### src/rtl/fib_pkg.sv
// rtl/fib_pkg.sv - shared widths, limits and state type for the Fibonacci index search
package fib_pkg;

    localparam int FIB_DW      = 16;
    localparam int FIB_IW      = 17;
    localparam int FIB_MAX_IDX = 24;
    localparam int FIB_XW      = $clog2(FIB_MAX_IDX + 1);

    typedef enum logic [1:0] {
        IDLE   = 2'd0,
        SEARCH = 2'd1,
        FINISH = 2'd2
    } fib_state_e;

endpackage

### src/rtl/fib_index.sv
// rtl/fib_index.sv - finds the largest n with F(n) <= din by walking the Fibonacci sequence
module fib_index
    import fib_pkg::*;
(
    input  logic              clk,
    input  logic              reset,
    input  logic [FIB_DW-1:0] din,
    input  logic              start,
    output logic [FIB_DW-1:0] dout,
    output logic              exact,
    output logic              busy,
    output logic              done
);

    fib_state_e        state_q, state_d;
    logic [FIB_DW-1:0] target_q, target_d;
    logic [FIB_IW-1:0] a_q, a_d;
    logic [FIB_IW-1:0] b_q, b_d;
    logic [FIB_XW-1:0] idx_q, idx_d;
    logic [FIB_DW-1:0] dout_q, dout_d;
    logic              exact_q, exact_d;
    logic              busy_q, busy_d;
    logic              done_q, done_d;
    logic [FIB_IW-1:0] target_ext;

    assign target_ext = FIB_IW'(target_q);

    always_comb begin
        state_d  = state_q;
        target_d = target_q;
        a_d      = a_q;
        b_d      = b_q;
        idx_d    = idx_q;
        dout_d   = dout_q;
        exact_d  = exact_q;
        done_d   = 1'b0;
        case (state_q)
            IDLE: begin
                if (start) begin
                    state_d  = SEARCH;
                    target_d = din;
                    a_d      = '0;
                    b_d      = FIB_IW'(1);
                    idx_d    = '0;
                end
            end
            SEARCH: begin
                // a = F(idx), b = F(idx+1); stop once the next term overshoots
                if (b_q > target_ext) begin
                    dout_d  = FIB_DW'(idx_q);
                    exact_d = (a_q == target_ext);
                    done_d  = 1'b1;
                    state_d = FINISH;
                end else begin
                    a_d   = b_q;
                    b_d   = a_q + b_q;
                    idx_d = idx_q + FIB_XW'(1);
                end
            end
            FINISH:  state_d = IDLE;
            default: state_d = IDLE;
        endcase
        busy_d = (state_d != IDLE);
    end

    always_ff @(posedge clk or negedge reset) begin
        if (!reset) begin
            state_q  <= IDLE;
            target_q <= '0;
            a_q      <= '0;
            b_q      <= '0;
            idx_q    <= '0;
            dout_q   <= '0;
            exact_q  <= 1'b0;
            busy_q   <= 1'b0;
            done_q   <= 1'b0;
        end else begin
            state_q  <= state_d;
            target_q <= target_d;
            a_q      <= a_d;
            b_q      <= b_d;
            idx_q    <= idx_d;
            dout_q   <= dout_d;
            exact_q  <= exact_d;
            busy_q   <= busy_d;
            done_q   <= done_d;
        end
    end

    assign dout  = dout_q;
    assign exact = exact_q;
    assign busy  = busy_q;
    assign done  = done_q;

endmodule
### config.mk
export PLATFORM = sky130hd
export DESIGN_NAME = fib_index
export DESIGN_NICKNAME = d
export VERILOG_FILES = /design/src/rtl/fib_pkg.sv /design/src/rtl/fib_index.sv
export SDC_FILE = /design/constraint.sdc
export NUM_CORES = 1
export LEC_CHECK = 0
export CORE_AREA = 5 5 103 76
export DETAILED_ROUTE_END_ITERATION = 7
export DIE_AREA = 0 0 108 81
export GPL_TIMING_DRIVEN = 0
export PLACE_DENSITY = 0.82
export SYNTH_ARGS = -nofsm -noshare
export SYNTH_HDL_FRONTEND = slang
export SYNTH_SLANG_ARGS = --single-unit
### constraint.sdc
create_clock -name clk -period 6.31 [get_ports clk]
set_input_delay 1.5775 -clock clk [delete_from_list [all_inputs] [get_ports clk]]
set_output_delay 1.5775 -clock clk [all_outputs]
set_load 0.02 [all_outputs]
==> impl_metrics.sql <==
INSERT INTO impl_metrics (metric_group, metric, value, unit) VALUES
('outcome', 'status', 'finished clean', ''),
('pwr', 'cellLeakagePower', '2.16', 'nW'),
('floorplanning', 'chipHeight', '81', 'µm'),
('worst_setup_path', 'endpoint_kind', 'flip-flop', ''),
('detailed_routing', 'route.antenna.remaining_nets', '0', ''),
('yosys', 'synth.ff_latch_count', '65', ''),
('cells_and_area', 'n_fill_cell', '524', ''),
('detailed_routing', 'num_vias', '3330', ''),
('place', 'dp_hpwl', '7360', 'µm'),
('hold_path', 'hold_depth', '2', ''),
('yosys', 'postSynthCellCount', '434', ''),
('sta', 'finalCritPeriodShare', '51.4', '%'),
('sta', 'slew_violations', '0', ''),
('pwr', 'netSwitchingPower', '0.00105', 'W'),
('detailed_routing', 'routed_via_density', '5.74', ''),
('clocking', 'cts_max_level', '3', ''),
('grt', 'first_global_vias', '3295', ''),
('worst_setup_path', 'type_of_element_launching_the_critical_path', 'input pin', ''),
('clocking', 'clock-root-buffer', 'clkbuf_8', ''),
('cells_and_area', 'fin_nets', '534', ''),
('clocking', 'clk_path_buf_depth', '2', ''),
('clocking', 'postCtsSetupRepairBufs', '0', ''),
('detailed_routing', 'detail_route.first_pass.iterations', '5', ''),
('floorplanning', 'dieArea', '0.00875', 'mm²'),
('sta', 'setup_repair_after_global_routing_missed_its_margin', 'no', ''),
('detailed_routing', 'route.final.wire_length', '9870', 'µm'),
('sta', 'max_clock_freq', '0.309', 'GHz'),
('grt', 'grt_pass1_wl', '16400', 'µm'),
('floorplanning', 'top_level_i_o_count', '38', ''),
('floorplanning', 'core', '0.00663', 'mm²'),
('pwr', 'share_comb_of_total_power', '49.3', '%'),
('detailed_routing', 'wire_per_inst', '17.0', 'µm'),
('yosys', 'yosysTopAreaCell', 'dfrtp_1', ''),
('grt', 'antenna_found_initial', '0', ''),
('sta', 'tightest_slew', '0.820', 'ns'),
('pwr', 'pwr-share-seq', '32.6', '%'),
('yosys', 'mapped_area', '0.00393', 'mm²'),
('grt', 'grtUsageTotal', '24.7', '%'),
('grt', 'grt_max_degree', '66', ''),
('yosys', 'post-synth-top-area-fraction', '41.4', '%'),
('yosys', 'synth.top_cells.by_count', 'nand2_1 (80), dfrtp_1 (65), o21ai_0 (37)', ''),
('yosys', 'synth-async-reset-ratio', '100', '%'),
('worst_setup_path', 'r2r_start', 'b_q[12]', ''),
('worst_setup_path', 'path_class', 'in2reg', ''),
('pwr', 'switching_share', '46.7', '%'),
('sta', 'worst_slew_margin_rel', '45.3', '%'),
('sta', 'layout_min_cycle_time', '3.24', 'ns'),
('worst_setup_path', 'ff2ff_path_depth', '9', ''),
('place', 'gp_routability_congestion', '0.904', ''),
('hold_path', 'hp-class', 'reg2reg', ''),
('place', 'io_buffers', '26', ''),
('floorplanning', 'floorplan.rows', '25', ''),
('pwr', 'power.ir.vdd_worst', '180', 'µV'),
('detailed_routing', 'detail_route.iter0.violations', '268', ''),
('yosys', 'yosysWarningCount', '0', ''),
('yosys', 'post-synth-top-count-cell', 'nand2_1', ''),
('worst_setup_path', 'timing.critical_path.fanout_max', '10', ''),
('clocking', 'ctsHoldBuffers', '0', ''),
('clocking', 'cts.sinks', '65', ''),
('pwr', 'p_per_area', '493', 'mW/mm²'),
('clocking', 'tritoncts_clock_tree', 'built', ''),
('worst_setup_path', 'worst_ep_arrival_time', '3.49', 'ns'),
('clocking', 'cts-buffers-inserted', '9', ''),
('clocking', 'clk_latency', '0.35', 'ns'),
('grt', 'global_route.overflow_total', '0', ''),
('sta', 'hold_violations_final', '0', ''),
('run', 'maxCapViolCount', '0', ''),
('yosys', 'number_of_synthesized_flops_with_an_enable_pin', '0', ''),
('yosys', 'synth.distinct_cells', '51', ''),
('cells_and_area', 'layout-drive-gt1-share', '8.85', '%'),
('cells_and_area', 'diodes', '0', '');
## layout by cell type (no fill, tap or decap), types with 6 or more instances in the layout
cell type and count:
clkdlybuf4s50_1 25, nand3_1 9, conb_1 11, o31ai_1 9
o21ai_1 14, inv_1 22, mux2_2 6, nor2_1 18
xor2_1 20, nand2b_1 7, nand2_1 80, clkbuf_8 10
dfrtp_1 65, clkbuf_1 14, buf_4 12, o21ai_0 37
xnor2_1 6, ha_1 33, nor3_1 6, a21oi_1 15
## kinds of logic after synthesis
kind of cell             share of synthesized area (%)
flip-flops                                        41.4
multiplexers                                      1.97
buffers and inverters                             5.92
AO/OA/AOI/OAI                                     17.8
XOR/XNOR                                          5.80
other                                           0.0954
adder cells (fa/ha/maj)                           11.0
AND/OR/NAND/NOR                                   16.0
## worst max-delay path: stages
cell,delay (ns)
clkdlybuf4s50_1,0.48
nor3b_2,0.37
o21ai_1,0.18
buf_2,0.23
clkbuf_1,0.31
o31ai_1,0.33
## sequential cells by signal, indices dropped and copies added (netlist names)
signal	flops
a_q	17
b_q	17
target_q	16
dout	5
idx_q	5
state_q	2
busy	1
done	1
exact	1
## power groups by stage
stage	registers [W]	logic (W)	clock network (W)
after floorplan	0.000703	0.000759	0
after global placement	0.000727	0.00104	0
after detailed placement	0.000734	0.00109	0
after CTS	0.000729	0.00110	0.000407
after global routing	0.000754	0.00124	0.000430
final	0.000735	0.00111	0.000406
## final timing paths
kind	to	slack [ns]
setup / recovery	b_q[10]	3.07
hold / removal	exact	0.50
setup reg to reg	b_q[10]	3.39
hold reg to reg	exact	0.50
max in group asynchronous	b_q[8]	4.46
min in group asynchronous	b_q[3]	1.31
## metal layers
metal,global-route usage (%),share of wire [%],up-vias
li1,-,-,1595
met1,33.8,47,1581
met2,38.0,44,134
met3,6.43,7.1,20
met4,9.08,2.0,0
met5,0,0,-
## through the flow
stage	cell area [µm²]	hold WS (ns)	total power (W)	utilization, %	worst slack [ns]
after global placement	4340	0.473	0.00177	65.5	1.56
after CTS	4570	0.491	0.00224	68.9	3.12
final	4570	0.496	0.00225	68.9	3.07
after detailed placement	4340	0.472	0.00182	65.5	2.77
after floorplan	3970	0.463	0.00146	-	3.58
after global routing	4570	0.519	0.00242	68.9	3.00
## layout make-up
cell class,instances,area [µm²],share of cell area (%)
buffer,28,150,3.29
multi-input combinational,329,2110,46.1
tap,94,118,2.57
clock buffer,10,138,3.01
clock inverter,6,90.1,1.97
timing repair buffer,26,258,5.64
inverter,22,82.6,1.81
sequential,65,1630,35.6
(Power assumes the default switching activity.)
